[src/rtl/fifo_rd_stream.sv]
// Read-domain drain engine: turns a one-cycle-latency FIFO read port into a
// full-throughput valid/ready stream with frame tagging and a delivered-word count.
module fifo_rd_stream #(
    parameter int          data_width = 8,
    parameter int          frame_len  = 4,
    parameter logic [15:0] count_init = 16'h0000
) (
    input  logic                  rd_clk,
    input  logic                  rd_rst,
    input  logic                  enable,
    input  logic                  fifo_empty,
    input  logic [data_width-1:0] fifo_data,
    output logic                  fifo_rd_en,
    output logic [data_width-1:0] m_data,
    output logic                  m_valid,
    input  logic                  m_ready,
    output logic                  m_last,
    output logic [15:0]           word_count
);

    localparam logic [15:0] last_idx = 16'(frame_len - 1);

    logic [data_width-1:0] mem [3];
    logic [1:0]            rd_ptr;
    logic [1:0]            wr_ptr;
    logic [1:0]            occ;
    logic                  pending;
    logic                  push;
    logic                  pop;
    logic [15:0]           fcnt;
    logic [2:0]            credit_used;

    // Stream handshake: a word transfers on the rising edge where m_valid && m_ready;
    // once m_valid is high it stays high and m_data/m_last hold until that transfer.
    assign credit_used = {1'b0, occ} + {2'b00, pending};
    assign fifo_rd_en  = enable && !fifo_empty && !rd_rst && (credit_used < 3'd3);
    assign push        = pending;
    assign pop         = m_valid && m_ready;
    assign m_valid     = (occ != 2'd0);
    assign m_data      = mem[rd_ptr];
    assign m_last      = m_valid && (fcnt == last_idx);

    function automatic logic [1:0] ptr_next(input logic [1:0] p);
        return (p == 2'd2) ? 2'd0 : p + 2'd1;
    endfunction

    always_ff @(posedge rd_clk) begin
        if (rd_rst) begin
            pending    <= 1'b0;
            occ        <= 2'd0;
            rd_ptr     <= 2'd0;
            wr_ptr     <= 2'd0;
            fcnt       <= 16'd0;
            word_count <= count_init;
            for (int i = 0; i < 3; i++) begin
                mem[i] <= '0;
            end
        end else begin
            pending <= fifo_rd_en;
            // The credit rule reserves a slot for every issued read, so a push never overflows.
            if (push) begin
                mem[wr_ptr] <= fifo_data;
                wr_ptr      <= ptr_next(wr_ptr);
            end
            if (pop) begin
                rd_ptr     <= ptr_next(rd_ptr);
                fcnt       <= (fcnt == last_idx) ? 16'd0 : fcnt + 16'd1;
                word_count <= word_count + 16'd1;
            end
            if (push && !pop) begin
                occ <= occ + 2'd1;
            end else if (pop && !push) begin
                occ <= occ - 2'd1;
            end
        end
    end

endmodule

[config.mk]
export PLATFORM = sky130hd
export DESIGN_NAME = fifo_rd_stream
export DESIGN_NICKNAME = d
export VERILOG_FILES = /design/src/rtl/fifo_rd_stream.sv
export SDC_FILE = /design/constraint.sdc
export NUM_CORES = 1
export LEC_CHECK = 0
export ABC_AREA = 1
export BUFFER_PORTS_ARGS = -buffer_cell sky130_fd_sc_hd__buf_2
export CAP_MARGIN = 20
export CORE_MARGIN = 2
export CORE_UTILIZATION = 52
export DETAILED_ROUTE_END_ITERATION = 10
export GPL_TIMING_DRIVEN = 0
export PLACE_DENSITY = 0.75
export REMOVE_ABC_BUFFERS = 1
export SLEW_MARGIN = 15
export SYNTH_ARGS = -nofsm -noshare
export SYNTH_HDL_FRONTEND = slang
export SYNTH_SLANG_ARGS = --single-unit
[constraint.sdc]
create_clock -name rd_clk -period 1.7 [get_ports rd_clk]
set_input_delay 0.085 -clock rd_clk [delete_from_list [all_inputs] [get_ports rd_clk]]
set_output_delay 0.085 -clock rd_clk [all_outputs]
set_load 0.02 [all_outputs]
# After elaboration in Yosys (flattened, before gate mapping)
# Memory sizes are Yosys's and may differ from the RTL's. A register that Yosys moved wholly into a read port is not among the register bits.
# Cells that the tools add are included.
# word_totals
in_bits	13
output_inout_bits	27
ram_bits	24
reg_bits	39
n_memories	1
word_cells	47
# op_classes
n_addsub	7
reduce_logical	14
muxes	15
eq_ne	3
magnitude_cmp	1
# mem_list
memory	words	width	rd	rd_ports_with_merged_regs	wr	line_no	rtl
mem	3	8	1	1	3	23	logic [data_width-1:0] mem [3];
# op_table
cell	n
16-bit by 1-bit adder with 16-bit output, second input constant	2
16-bit by 2-bit equality test with 1-bit output, second input constant	1
16-bit two-way mux	1
2-bit two-way mux	7
8-bit two-way mux	1
8-bit OR reduction	1
1-bit logical AND	7
2-bit by 1-bit adder with 2-bit output, second input constant	3
1-bit two-way mux	6
2-bit equality test, second input constant	2
1-bit zero test	4
2-bit nonzero test	2
2-bit by 1-bit adder with 3-bit output	1
3-bit by 2-bit less-than comparator with 1-bit output, second input constant	1
2-bit by 1-bit subtractor with 2-bit output, second input constant	1

# Longest topological paths before layout
# logic_depth
depth_word	5
depth_mapped	9
depth_no_buf	9

# Worst setup path before layout
# OpenSTA, ideal clock, no wires.
# synth_timing
path_kind	reg2out
startpoint	reg occ[0]
endpoint	out fifo_rd_en
setup_slack_ns	-0.311
arrival_ns	1.926
required_time_ns	1.615
path_stages_with_launch	4
path_cell_list	dfxtp_1 > ha_1 > ha_1 > a2111oi_0
# synth_via
elab_chain_len	3
# synth_lines
element	line_no	rtl
start: declaration	26	logic [1:0] occ;
start signal: assignment	71	occ <= occ + 2'd1;
start signal: assignment	73	occ <= occ - 2'd1;
2-bit by 1-bit adder with 3-bit output	35	assign credit_used = {1'b0, occ} + {2'b00, pending};
3-bit by 2-bit less-than comparator with 1-bit output	36	assign fifo_rd_en = enable && !fifo_empty && !rd_rst && (credit_used < 3'd3);
1-bit logical AND	36	
end: declaration	13	output logic fifo_rd_en,
# No other way between the ends.

# Final worst setup path
# Same ends and word-level chain as after synthesis.

==> results by group <==
Run status
  • Status: finished, violations left
  • Failing checks: setup timing

Die
  • Core Footprint: 6310 µm²
  • Site Rows: 29
  • Die Wd: 84.4 µm
  • I/O pin count: 40
  • Initial core utilization: 53.2%
  • Die ar.: 7120 µm²
  • Die Ht: 84.4 µm

Yosys
  • Synth Area in Adders: 1.86%
  • Netlist cell types: 31
  • Simple-gate area share of the yosys netlist: 25.6%
  • XOR/XNOR Fraction of Synth Area: 1.82%
  • Syn Area/Cell: 8.18 µm²
  • Post-Syn Area: 3360 µm²
  • Compound-Gate Fraction of Synth Area: 10.3%
  • Post-synthesis mux area share: 0%
  • Largest family of logic cells by synthesized area: simple AND/OR/NAND/NOR gates
  • Flops & latches, synth: 73
  • Sequential fraction of the synthesis area: 53.0%
  • Ys Warns: 0
  • Syn Inst Count: 411

STA
  • RSZ-0062 raised after global routing: true
  • Final WS setup: -0.0135 ns
  • Max Clk Rate: 0.584 GHz
  • Final Max Slew Viols: 0
  • Hold_ws: 0.0772 ns
  • Slew at the pin with the worst max-slew slack: 0.549 ns
  • Slew headroom: 63.1%
  • Total Negative Setup Slacks: -0.0135 ns
  • Final min period: 1.71 ns
  • Final Hold Vio Count: 0
  • Clock skew: 0.00794 ns
  • Fin crit share: 101%
  • Final setup violation count: 1

Place
  • Detailed placement HPWL: 4900 µm
  • PortBufs: 39
  • RD Place Congestion: 0.816
  • Placed instance area: 3620 µm²

GRT
  • Global-route usage over all layers: 21.4%
  • Initial antenna violation count: 0
  • Overflow after GRT: 0
  • Number of global-route vias before repair: 2,716
  • First-pass GRT wire length: 12,200 µm
  • Largest net degree at the start of global routing: 24

Finish
  • Layout cells sized above 1: 19.8%
  • Ant diodes: 0
  • Design Area, Final: 4070 µm²
  • Util after Layout: 64.4%
  • Area Overhead vs Synth: 21.0%
  • Layout Nets: 488

Route
  • WL/cell: 13.0 µm
  • DR pass1 iterations: 4
  • Total Routed Length: 7180 µm
  • Post-DRT Antenna Nets: 0
  • Via density: 5.15
  • # DRC: 0
  • Vias: 2,845
  • DR iter-0 viols: 147

CTS
  • Root buffer cell: clkbuf_8
  • Clock buffer count from CTS: 9
  • Sink Count: 73
  • CTS tree: done
  • H-Tree Depth: 3
  • Clock Tree Buf Depth: 2
  • Clk slew on worst S/H paths: 0.08 ns
  • Clock Latency Late Sink: 0.34 ns

Critical path
  • Reg2reg start: occ[1]
  • Required time of the critical path: 1.62 ns
  • Worst setup path class: reg2out
  • FF-to-FF path depth: 8
  • R2R Path End: occ[1]
  • CP startpoint kind: flop
  • Worst Path Arrival: 1.63 ns
  • Setup crit end kind: output port
  • Flop-to-flop setup slack: 0.06 ns
  • Max FO, Critical Path: 3

Power
  • Total power: 3.90 mW
  • Worst vdd ir: 0.761 mV
  • Pleak: 1.66 nW
  • Pwr/cell area: 959 nW/µm²

Min path
  • Hold path depth: 3
  • HP Class: in2reg
  • Hold Path Origin: enable
  • Worst Hold End: pending

Job
  • Max-cap viol count: 0
power breakdown:
group | switching [mW] | total (mW) | internal, mW
sequential | 0.0583 | 1.95 | 1.90
combinational | 0.384 | 0.600 | 0.216
clock | 0.661 | 1.34 | 0.683
cell type report:
cell class	count	area, µm²
clock buffer	10	128
inverter	54	210
fill	558	2250
timing repair buffer	56	350
clock inverter	6	67.6
sequential	73	1790
tap	77	96.3
multi-input combinational	276	1420
cell usage after synthesis, drive strengths merged:
master	count	area, µm²
ha	5	62.6
xor2	7	61.3
nand2	64	245
a2111oi	2	17.5
a21oi	13	65.1
o211a	1	10.0
nor2	100	403
o21bai	1	7.51
and3	1	6.26
o21a	1	7.51
a31oi	1	6.26
dfxtp	41	821
clkbuf	6	22.5
nand3b	1	7.51
nand3	25	135
nor3	4	20.0
inv	54	203
nor4	1	6.26
nand4	6	37.5
edfxtp	32	961
o31ai	2	15.0
o21ai	32	160
o22ai	8	50.1
buf	2	22.5
a211oi	1	7.51
through the flow:
stage               instances  setup WS [ns]
global route              552        -0.0568
finish                    552        -0.0135
global placement          519         -0.673
CTS                       549       -0.00973
detailed placement        520         -0.227
floorplan                 403         -0.311
timing repair:
item / CTS / global route
endpoints found under the setup margin: 34 / 40
endpoints found under the hold margin: 9 / 0
gates resized for setup: 16 / 14
pin swaps: 0 / 1
buffers inserted: 4 / 3
hold buffers: 9 / 0
cloned: 0 / 0
critical path, cell delays in order (launching register included):
cell and delay, ns:
dfxtp_2 0.34, ha_2 0.19, ha_4 0.23, a2111oi_4 0.33, buf_4 0.19
worst max path at each step:
stage	from	endpoint	slack [ns]	cells past startpoint
CTS	occ[0]	fifo_rd_en	-0.01	4
finish	occ[0]	fifo_rd_en	-0.01	4
floorplan	occ[0]	fifo_rd_en	-0.31	3
detailed placement	pending	mem[0][0]	-0.23	4
global placement	pending	mem[3][6]	-0.67	2
global route	occ[0]	fifo_rd_en	-0.06	4
cell usage in the layout (no fill, tap or decap), types with 3 or more instances in the layout:
cell type | netlist | layout
nand2_1 | 62 | 58
nand3_2 | 2 | 5
o21ai_0 | 31 | 31
o22ai_1 | 8 | 8
dfxtp_2 | 0 | 4
buf_4 | 0 | 10
clkinvlp_4 | 0 | 4
nand2_2 | 2 | 3
nor3_1 | 4 | 4
inv_1 | 53 | 50
nor2_4 | 3 | 4
xor2_1 | 7 | 7
nor2_1 | 95 | 94
nand3_1 | 23 | 20
dlygate4sd3_1 | 0 | 9
nand4_1 | 6 | 6
a21oi_1 | 13 | 13
buf_2 | 0 | 37
dfxtp_1 | 41 | 35
edfxtp_1 | 32 | 32
nand2_4 | 0 | 3
clkbuf_8 | 0 | 9
cell families after synthesis:
logic type / after synthesis
AND/OR/NAND/NOR: 202
flip-flops: 73
AO/OA/AOI/OAI: 62
buffers and inverters: 62
XOR/XNOR: 7
adder cells (fa/ha/maj): 5
sequential cells by signal, summed over array words and instances (netlist names), named ones only:
| name | count |
|---|---|
| mem | 32 |
| fcnt | 16 |
| word_count | 16 |
| occ | 2 |
| rd_ptr | 2 |
| wr_ptr | 2 |
| pending | 1 |
metal layers:
metal,up-vias,part of all wire (%),GRT usage [%]
met4,0,1.7,8.95
met3,11,4.3,4.03
li1,1475,-,-
met1,1298,44,26.6
met2,61,50,36.7
met5,-,0,0
No activity file was read; power rests on OpenSTA's default activity.
